## src/rtl/instr_decode_stage.sv

```systemverilog
// Instruction decode stage: one-entry output register with valid/ready handshake.
// Optional per-type decode counters under macro DECODE_STATS_EN.
module instr_decode_stage #(
   parameter int unsigned PC_W    = 32,
   parameter int unsigned J_OP_LO = 1,
   parameter int unsigned J_OP_HI = 3,
   parameter int unsigned MAX_OP  = 63,
   parameter int unsigned CNT_W   = 16
) (
   input  logic            clk,
   input  logic            rst,
   input  logic            in_valid,
   output logic            in_ready,
   input  logic [31:0]     in_instr,
   input  logic [PC_W-1:0] in_pc,
   input  logic            flush,
   output logic            out_valid,
   input  logic            out_ready,
   output logic [1:0]      out_type,
   output logic [5:0]      out_opcode,
   output logic [4:0]      out_rs,
   output logic [4:0]      out_rt,
   output logic [4:0]      out_rd,
   output logic [4:0]      out_shamt,
   output logic [5:0]      out_funct,
   output logic [31:0]     out_imm,
   output logic [25:0]     out_target,
   output logic [PC_W-1:0] out_pc
`ifdef DECODE_STATS_EN
   ,
   output logic [CNT_W-1:0] cnt_r,
   output logic [CNT_W-1:0] cnt_i,
   output logic [CNT_W-1:0] cnt_j,
   output logic [CNT_W-1:0] cnt_ill
`endif
);

   localparam logic [1:0] T_R   = 2'b00;
   localparam logic [1:0] T_I   = 2'b01;
   localparam logic [1:0] T_J   = 2'b10;
   localparam logic [1:0] T_ILL = 2'b11;

   logic            valid_q, valid_d;
   logic [1:0]      type_q, type_d;
   logic [31:0]     instr_q, instr_d;
   logic [PC_W-1:0] pc_q, pc_d;
   logic [1:0]      dec_type;
   logic [31:0]     op_ext;
   logic            is_r, is_ill, is_j;
   logic            load;

   assign in_ready = rst || flush || !valid_q || out_ready;
   assign load     = in_valid && in_ready && !flush && !rst;

   // Illegal wins over J when the configured ranges overlap.
   assign op_ext = {26'd0, in_instr[31:26]};
   assign is_r   = (op_ext == 32'd0);
   assign is_ill = !is_r && (op_ext > MAX_OP);
   assign is_j   = !is_r && !is_ill
                && (op_ext >= J_OP_LO) && (op_ext <= J_OP_HI);

   always_comb begin
      dec_type = T_I;
      unique case (1'b1)
         is_r:    dec_type = T_R;
         is_ill:  dec_type = T_ILL;
         is_j:    dec_type = T_J;
         default: dec_type = T_I;
      endcase
   end

   always_comb begin
      valid_d = valid_q;
      type_d  = type_q;
      instr_d = instr_q;
      pc_d    = pc_q;
      if (flush) begin
         valid_d = 1'b0;
      end else if (load) begin
         valid_d = 1'b1;
         type_d  = dec_type;
         instr_d = in_instr;
         pc_d    = in_pc;
      end else if (valid_q && out_ready) begin
         valid_d = 1'b0;
      end
   end

   always_ff @(posedge clk) begin
      if (rst) begin
         valid_q <= 1'b0;
         type_q  <= T_R;
         instr_q <= '0;
         pc_q    <= '0;
      end else begin
         valid_q <= valid_d;
         type_q  <= type_d;
         instr_q <= instr_d;
         pc_q    <= pc_d;
      end
   end

   assign out_valid  = valid_q;
   assign out_type   = type_q;
   assign out_opcode = instr_q[31:26];
   assign out_rs     = instr_q[25:21];
   assign out_rt     = instr_q[20:16];
   assign out_rd     = instr_q[15:11];
   assign out_shamt  = instr_q[10:6];
   assign out_funct  = instr_q[5:0];
   assign out_imm    = {{16{instr_q[15]}}, instr_q[15:0]};
   assign out_target = instr_q[25:0];
   assign out_pc     = pc_q;

`ifdef DECODE_STATS_EN
   logic [CNT_W-1:0] cnt_r_q, cnt_r_d;
   logic [CNT_W-1:0] cnt_i_q, cnt_i_d;
   logic [CNT_W-1:0] cnt_j_q, cnt_j_d;
   logic [CNT_W-1:0] cnt_ill_q, cnt_ill_d;

   // Counters saturate at all-ones instead of wrapping.
   always_comb begin
      cnt_r_d   = cnt_r_q;
      cnt_i_d   = cnt_i_q;
      cnt_j_d   = cnt_j_q;
      cnt_ill_d = cnt_ill_q;
      if (load) begin
         unique case (dec_type)
            T_R:
               if (cnt_r_q != '1) cnt_r_d = cnt_r_q + CNT_W'(1);
            T_I:
               if (cnt_i_q != '1) cnt_i_d = cnt_i_q + CNT_W'(1);
            T_J:
               if (cnt_j_q != '1) cnt_j_d = cnt_j_q + CNT_W'(1);
            default:
               if (cnt_ill_q != '1) cnt_ill_d = cnt_ill_q + CNT_W'(1);
         endcase
      end
   end

   always_ff @(posedge clk) begin
      if (rst) begin
         cnt_r_q   <= '0;
         cnt_i_q   <= '0;
         cnt_j_q   <= '0;
         cnt_ill_q <= '0;
      end else begin
         cnt_r_q   <= cnt_r_d;
         cnt_i_q   <= cnt_i_d;
         cnt_j_q   <= cnt_j_d;
         cnt_ill_q <= cnt_ill_d;
      end
   end

   assign cnt_r   = cnt_r_q;
   assign cnt_i   = cnt_i_q;
   assign cnt_j   = cnt_j_q;
   assign cnt_ill = cnt_ill_q;
`endif

endmodule

```

## config.mk

```make
export PLATFORM = sky130hd
export DESIGN_NAME = instr_decode_stage
export DESIGN_NICKNAME = d
export VERILOG_FILES = /design/src/rtl/instr_decode_stage.sv
export SDC_FILE = /design/constraint.sdc
export NUM_CORES = 1
export LEC_CHECK = 0
export CAP_MARGIN = 25
export CORE_ASPECT_RATIO = 0.8
export CORE_UTILIZATION = 33
export DETAILED_ROUTE_END_ITERATION = 12
export GPL_ROUTABILITY_DRIVEN = 0
export PLACE_DENSITY = 0.77
export SLEW_MARGIN = 20
export SYNTH_ARGS = -nofsm -noshare
export SYNTH_HDL_FRONTEND = slang
export SYNTH_SLANG_ARGS = --single-unit
```

## constraint.sdc

```tcl
create_clock -name clk -period 1.15 [get_ports clk]
set_input_delay 0.115 -clock clk [delete_from_list [all_inputs] [get_ports clk]]
set_output_delay 0.115 -clock clk [all_outputs]
set_load 0.005 [all_outputs]
```

Yosys cells after proc, flatten, opt, wreduce, memory -nomap -nowiden
Cells that the tools add are included.
{"block": "word_totals", "ram_bits": 0, "latch_bits": 0, "memories": 0, "in_bits": 69, "ff_bits": 67, "rom_bits": 0, "out_inout_bits": 126, "wordCells": 31}
{"block": "op_classes", "bitwise_logic": 1, "shifts": 0, "n_mux": 3, "mul": 0, "n_lt_le_gt_ge": 3, "n_eq_ne": 0, "add_sub_neg": 0, "n_reduce_logical": 20, "n_div": 0}
{"operator": "$logic_not 32->1", "n": 1}
{"operator": "$logic_and 1x1->1", "n": 8}
{"operator": "$ge 6x1->1 const B", "n": 1}
{"operator": "$gt 6x6->1 const B", "n": 1}
{"operator": "$le 6x2->1 const B", "n": 1}
{"operator": "$pmux 2 s3", "n": 1}
{"operator": "$logic_not 1->1", "n": 5}
{"operator": "$logic_or 1x1->1", "n": 3}
{"operator": "$mux 1", "n": 2}
{"operator": "$reduce_and 2->1", "n": 1}
{"operator": "$reduce_bool 2->1", "n": 1}
{"operator": "$reduce_or 2->1", "n": 1}
{"operator": "$not 1->1", "n": 1}

Logic depth before layout (Yosys ltp)
Gate-level depths: netlist of the first run.
{"block": "logic_depth", "depth_word": 8, "mapped_depth": 6, "depth_no_buf": 3}

Worst setup path before layout of the first run
OpenSTA, ideal clock, no wires.
{"block": "synth_timing", "path_kind": "register to register", "start": "register valid_q, in the netlist out_valid", "end": "register instr_q[15]", "setup_time_ps": 70, "arrival_ps": 1170, "synth_period_minus_slack_ps": 1240, "path_slack_ps": -90, "path_stages_with_launch": 6, "path_buffers": 2, "path_cell_list": "dfxtp_1 -> nor2b_1 -> buf_2 -> buf_1 -> o21ai_1 -> a21oi_1"}
{"block": "synth_via", "elab_chain_len": 7}
{"element": "from (decl)", "line_no": "43", "rtl": "logic valid_q, valid_d;"}
{"element": "from (signal assigned)", "line_no": "96", "rtl": "valid_q <= valid_d;"}
{"element": "$logic_not 1->1", "line_no": "52", "rtl": "assign in_ready = rst || flush || !valid_q || out_ready;"}
{"element": "$logic_or 1x1->1 (2 in series)", "line_no": "52"}
{"element": "$logic_and 1x1->1 (3 in series)", "line_no": "53", "rtl": "assign load = in_valid && in_ready && !flush && !rst;"}
{"element": "$reduce_and 2->1 (no line)"}
{"element": "to (signal assigned)", "line_no": "98", "rtl": "instr_q <= instr_d;"}
{"element": "to (decl)", "line_no": "45", "rtl": "logic [31:0] instr_q, instr_d;"}
No other way between the ends.
A chain may end at the register's enable or synchronous reset.

Worst setup path after layout of the first run
Ends and elaborated chain as after synthesis.

==> results.yml, run 1 <==
sta:
  hold_viol_final: 0
  layout_setup_ws_ps: -171.6
  grt_setup_unrepaired: "yes"
  slew_viol_final: 0
  skew_ps: 5.958
  timing.fmax_mhz: 756.7
  hold_slack_ps: 174.1
  slew_headroom: 0.7080
  period_minus_slack_ps: 1322
  worst_slew_pin_slew_ps: 438.1
  finalSetupViolations: 71
  period_share: 1.149
drt:
  vias_per_cell: 5.160
  post_drt_wl_per_cell_um: 17.19
  drt_iter0_drc: 152
  drt-pass1-iter-count: 4
  drtAntennaViolNets: 0
  drc_errors: 0
  vias: 3313
  drt_wl_total_um: 11040
grt:
  grt-ovfl-total: 0
  grt_pass1_wl_um: 16500
  globalRouteTotalUtil: 0.2285
  grt_max_degree: 36
  grt_pass1_vias: 3241
  antenna_found_initial: 0
layout:
  layout-drive-gt1-share: 0.3736
  fill_cells: 694
  num_antenna_cells: 0
  final_area_um2: 5796
  final_cells: 642
  syn_to_final_growth_pct: 92.76
  fin_nets: 595
run_status:
  outcome: "complete, but fails checks"
  violations: "negative setup slack"
synth:
  ys_seq_area_frac: 0.4461
  synth_nets: 434
  ys_types: 20
  synth-seq-cells: 67
  netlist_area_um2: 3007
  syn_inst: 365
  ys_warn_count: 0
  syn_avg_cell_area_um2: 8.237
clock_tree:
  postCtsHoldBufs: 0
  cts_made_buffers: 9
  cts_tree: "done"
  cts_htree_levels: 3
  clk_path_buf_depth: 2
  path_clk_slew_ps: 50
  clkLatencyLatePin_ps: 320
  cts_sinks: 67
  root_buffer: "clkbuf_16"
setup_path:
  cp.required_ps: 1380
  end_kind: "flip-flop"
  crit_arrival_ps: 1550
  crit_type: "flip-flop to flip-flop"
  cp_max_fo: 6
  critPathLaunchType: "flip-flop"
floorplanning:
  ioPinCount: 195
  die_h_um: 87.38
  start_util: 0.3468
  rows: 30
  coreArea_um2: 8671
  dieArea_um2: 9499
  fp.dieW_um: 108.7
placement:
  place_area_um2: 4708
  place_inst: 596
  dp_hpwl_um: 6500
  port-buffer-count: 194
power_and_ir_drop:
  leakage_nw: 2.502
  p_per_area_nw_per_um2: 1046
  p_total_w: 0.006063
  ir_drop_v: 0.0006643
run:
  drv_cap: 0
min_path:
  hp-class: "primary input to flip-flop"
==> cell usage after synthesis <==
cell type	count	area (µm²)
a21oi_1	66	330.3
a311oi_1	1	8.760
buf_1	3	11.26
buf_2	7	35.03
buf_4	61	457.9
buf_6	4	45.04
clkbuf_1	18	67.56
clkbuf_2	1	5.000
dfxtp_1	67	1341
nand2_1	1	3.750
nand2b_1	1	6.260
nand3_1	64	320.3
nor2b_1	1	6.260
nor3b_2	1	12.51
nor4_1	1	6.260
o2111ai_1	1	8.760
o21ai_0	25	125.1
o21ai_1	40	200.2
or3_1	1	6.260
or3b_1	1	8.760
==> cell families (layout without fill, tap and decap cells) <==
family | Yosys count | after routing | synth area share
and+or+nand+nor | 71 | 71 | 0.1232
AOI/OAI and AO/OA | 133 | 133 | 0.2239
buffers and inverters | 94 | 259 | 0.2068
DFF | 67 | 67 | 0.4461
==> cell usage in the layout, fill, tap and decap left out, drive strengths merged <==
master	n
dlygate4sd2	96
buf	72
dfxtp	67
a21oi	66
clkdlybuf4s50	65
o21ai	65
nand3	64
clkbuf	12
clkdlybuf4s15	11
clkinv	2
nand2b	1
or3	1
nor3b	1
nor2b	1
or3b	1
nand2	1
nor4	1
o2111ai	1
a311oi	1
bufinv	1
==> where the power goes <==
part	internal (W)	total (W)	switching, W	leakage, nW
combinational	0.000606	0.00102	0.000414	1.81
clock	0.00166	0.00257	0.000916	0.136
sequential	0.00241	0.00247	0.0000620	0.560
==> area by class of cell <==
| class | count | area, µm² | share of cell area |
|---|---|---|---|
| clock buffer | 12 | 236.5 | 0.04080 |
| multi-input combinational | 204 | 1388 | 0.2394 |
| sequential | 67 | 1388 | 0.2394 |
| timing repair buffer | 244 | 2604 | 0.4493 |
| clock inverter | 3 | 40.04 | 0.006908 |
| tap | 112 | 140.1 | 0.02418 |
==> per-stage QoR <==
step	setup TNS, ps	utilization	setup WS [ps]
3_3_place_gp	-33130	0.5430	-535.5
2_1_floorplan	0	-	7.639
6_report	-4943	0.6684	-171.6
3_5_place_dp	-35820	0.5430	-595.7
5_1_grt	-9195	0.6684	-214.8
4_1_cts	-6027	0.6628	-207.5
==> worst max-delay path, stage by stage (launching register included) <==
cell,delay (ps)
dfxtp_2,360
buf_6,100
nor2b_4,170
buf_12,170
buf_12,130
buf_16,130
o21ai_2,50
a21oi_1,140
==> state kept, by name, indices dropped and copies added, names as in the netlist <==
register / flops
out_type: 2
instr_q: 32
out_valid: 1
out_pc: 32
==> final timing paths <==
| check | start | endpoint | slack [ps] | cells after the start |
|---|---|---|---|---|
| min | rst | out_valid | 170 | 3 |
| max | out_valid | instr_q[15] | -170 | 7 |
| max reg2reg | out_valid | instr_q[15] | -170 | 7 |
| min reg2reg | out_pc[0] | out_pc[0] | 450 | 2 |
==> timing repair <==
item                       in CTS  in global routing
cloned                         11                  0
pin swaps                      79                  5
buffers inserted               21                  2
setup endpoints to repair     192                 87
gates resized for setup       352                 27
==> metal layers <==
layer / global-route usage / vias up / wire [µm]
li1: - / 1560 / -
met1: 0.2606 / 1580 / 4455
met2: 0.4108 / 160 / 5668
met3: 0.07255 / 13 / 757
met4: 0.06020 / 0 / 157
met5: 0 / - / 0
Note: power is estimated with default switching activity, not from simulation.
==> run 2, diff against run 1 <==
- RECOVER_POWER: default -> 50
==> results of run 2 <==
The final DEF is identical to that of run 1; final timing and power are the same.
==> run 3, diff against run 2 <==
- SKIP_CTS_REPAIR_TIMING: default -> 1
==> results.yml, run 3 (synthesis results as in run 1) <==
run_status:
  outcome: "complete, but fails checks"
  violations: "negative setup slack"
sta:
  finalSetupViolations: 61
  layout_setup_ws_ps: -213.7
  timing.fmax_mhz: 733.3
  hold_viol_final: 0
  slew_headroom: 0.7083
  hold_slack_ps: 178.6
  worst_slew_pin_slew_ps: 437.5
  slew_viol_final: 0
  fin_tns_setup_ps: -1898
  period_minus_slack_ps: 1364
  period_share: 1.186
  skew_ps: 5.883
  grt_setup_unrepaired: "yes"
drt:
  vias: 3256
  drt_wl_total_um: 10990
  drt-pass1-iter-count: 4
  m1WireLength_um: 4442
  drc_errors: 0
  drtAntennaViolNets: 0
  vias_per_cell: 5.210
  top_layer: "met4"
  drt_iter0_drc: 137
  wl_met3_um: 929
  post_drt_wl_per_cell_um: 17.59
  wl_met2_um: 5574
clock_tree:
  clk_path_buf_depth: 2
  cts_htree_levels: 3
  path_clk_slew_ps: 50
  clkLatencyLatePin_ps: 320
  cts_made_buffers: 9
  cts_sinks: 67
  root_buffer: "clkbuf_16"
  cts_tree: "done"
grt:
  antenna_found_initial: 0
  grt_max_degree: 36
  grt-ovfl-total: 0
  globalRouteTotalUtil: 0.1887
  grt_pass1_vias: 2834
  grt_pass1_wl_um: 14020
power_and_ir_drop:
  switching_share: 0.2259
  p_per_area_nw_per_um2: 1022
  p_int_w: 0.004637
  sequentialPowerShare: 0.411
  p_total_w: 0.005990
  power_frac_clock: 0.428
  p_sw_w: 0.001353
  leakage_nw: 3.878
  ir_drop_v: 0.0006779
  pwr-share-comb: 0.161
layout:
  syn_to_final_growth_pct: 95.01
  fill_cells: 656
  num_antenna_cells: 0
  layout-drive-gt1-share: 0.2612
  final_common_cell: "dlymetal6s2s_1"
  fin_nets: 578
  final_area_um2: 5863
  layout_common_cells: "112 x dlymetal6s2s_1, 65 x clkdlybuf4s50_1, 64 x nand3_1"
min_path:
  min_path_cells: 3
  min_from: "rst"
  holdPathEnd: "out_valid"
  hp-class: "primary input to flip-flop"
setup_path:
  crit_arrival_ps: 1250
  rrSetupSlack_ps: -90
  cp_max_fo: 2
  crit_type: "primary input to output pin"
  r2r_cells: 6
  cp.required_ps: 1030
  r2r_end: "out_pc[22]"
  r2r_start: "out_valid"
  end_kind: "output pin"
  critPathLaunchType: "primary input"
floorplanning:
  fp.dieW_um: 108.7
  start_util: 0.3468
  coreArea_um2: 8671
  dieArea_um2: 9499
  ioPinCount: 195
  rows: 30
  die_h_um: 87.38
placement:
  post-place-ws_ps: -595.7
  place_area_um2: 4708
  dp_hpwl_um: 6500
  port-buffer-count: 194
run:
  drv_cap: 0
run 3: cell types whose count changed in the layout (fill, tap and decap cells not counted), sizes merged:
cell	change
clkdlybuf4s25	+12
clkbuf	+6
dlygate4sd2	-96
dlymetal6s2s	+112
dlymetal6s4s	+4
clkdlybuf4s15	-11
buf	-44
run 3: power groups by stage:
| stage | Sequential (W) | Clock, W | Combinational, W |
|---|---|---|---|
| 3_3_place_gp | 0.00250 | 0 | 0.000846 |
| 5_1_grt | 0.00247 | 0.00274 | 0.00103 |
| 4_1_cts | 0.00246 | 0.00263 | 0.000864 |
| 2_1_floorplan | 0.00250 | 0 | 0.000325 |
| 3_5_place_dp | 0.00250 | 0 | 0.000859 |
| 6_report | 0.00246 | 0.00256 | 0.000965 |
run 3: how the worst max path moves through the flow:
stage	from	cells past startpoint	slack [ps]	endpoint
after floorplan	out_valid	6	8	instr_q[0]
after global placement	flush	5	-540	instr_q[30]
after detailed placement	flush	5	-600	instr_q[25]
after CTS	out_valid	3	-500	in_ready
after global routing	out_ready	4	-260	in_ready
final	out_ready	4	-210	in_ready
run 3: per-stage QoR:
step	utilization	instances
2_1_floorplan	-	365
3_3_place_gp	0.5430	596
3_5_place_dp	0.5430	596
4_1_cts	0.5749	611
5_1_grt	0.6762	625
6_report	0.6762	625
run 3: cell type report:
type | count | area, µm² | share of cell area
tap | 112 | 140.1 | 0.02390
multi-input combinational | 204 | 1333 | 0.2273
clock buffer | 12 | 236.5 | 0.04033
sequential | 67 | 1381 | 0.2356
timing repair buffer | 227 | 2733 | 0.4661
clock inverter | 3 | 40.04 | 0.006829
run 3: routing by layer:
| metal | vias up | global-route usage |
|---|---|---|
| met5 | - | 0 |
| met3 | 4 | 0.07405 |
| met1 | 1570 | 0.2147 |
| met2 | 162 | 0.3366 |
| li1 | 1520 | - |
| met4 | 0 | 0.03317 |
run 3: worst max-delay path: stages:
cell	delay (ps)
clkdlybuf4s50_1	420
nand2b_2	210
or3_1	340
dlymetal6s2s_1	160
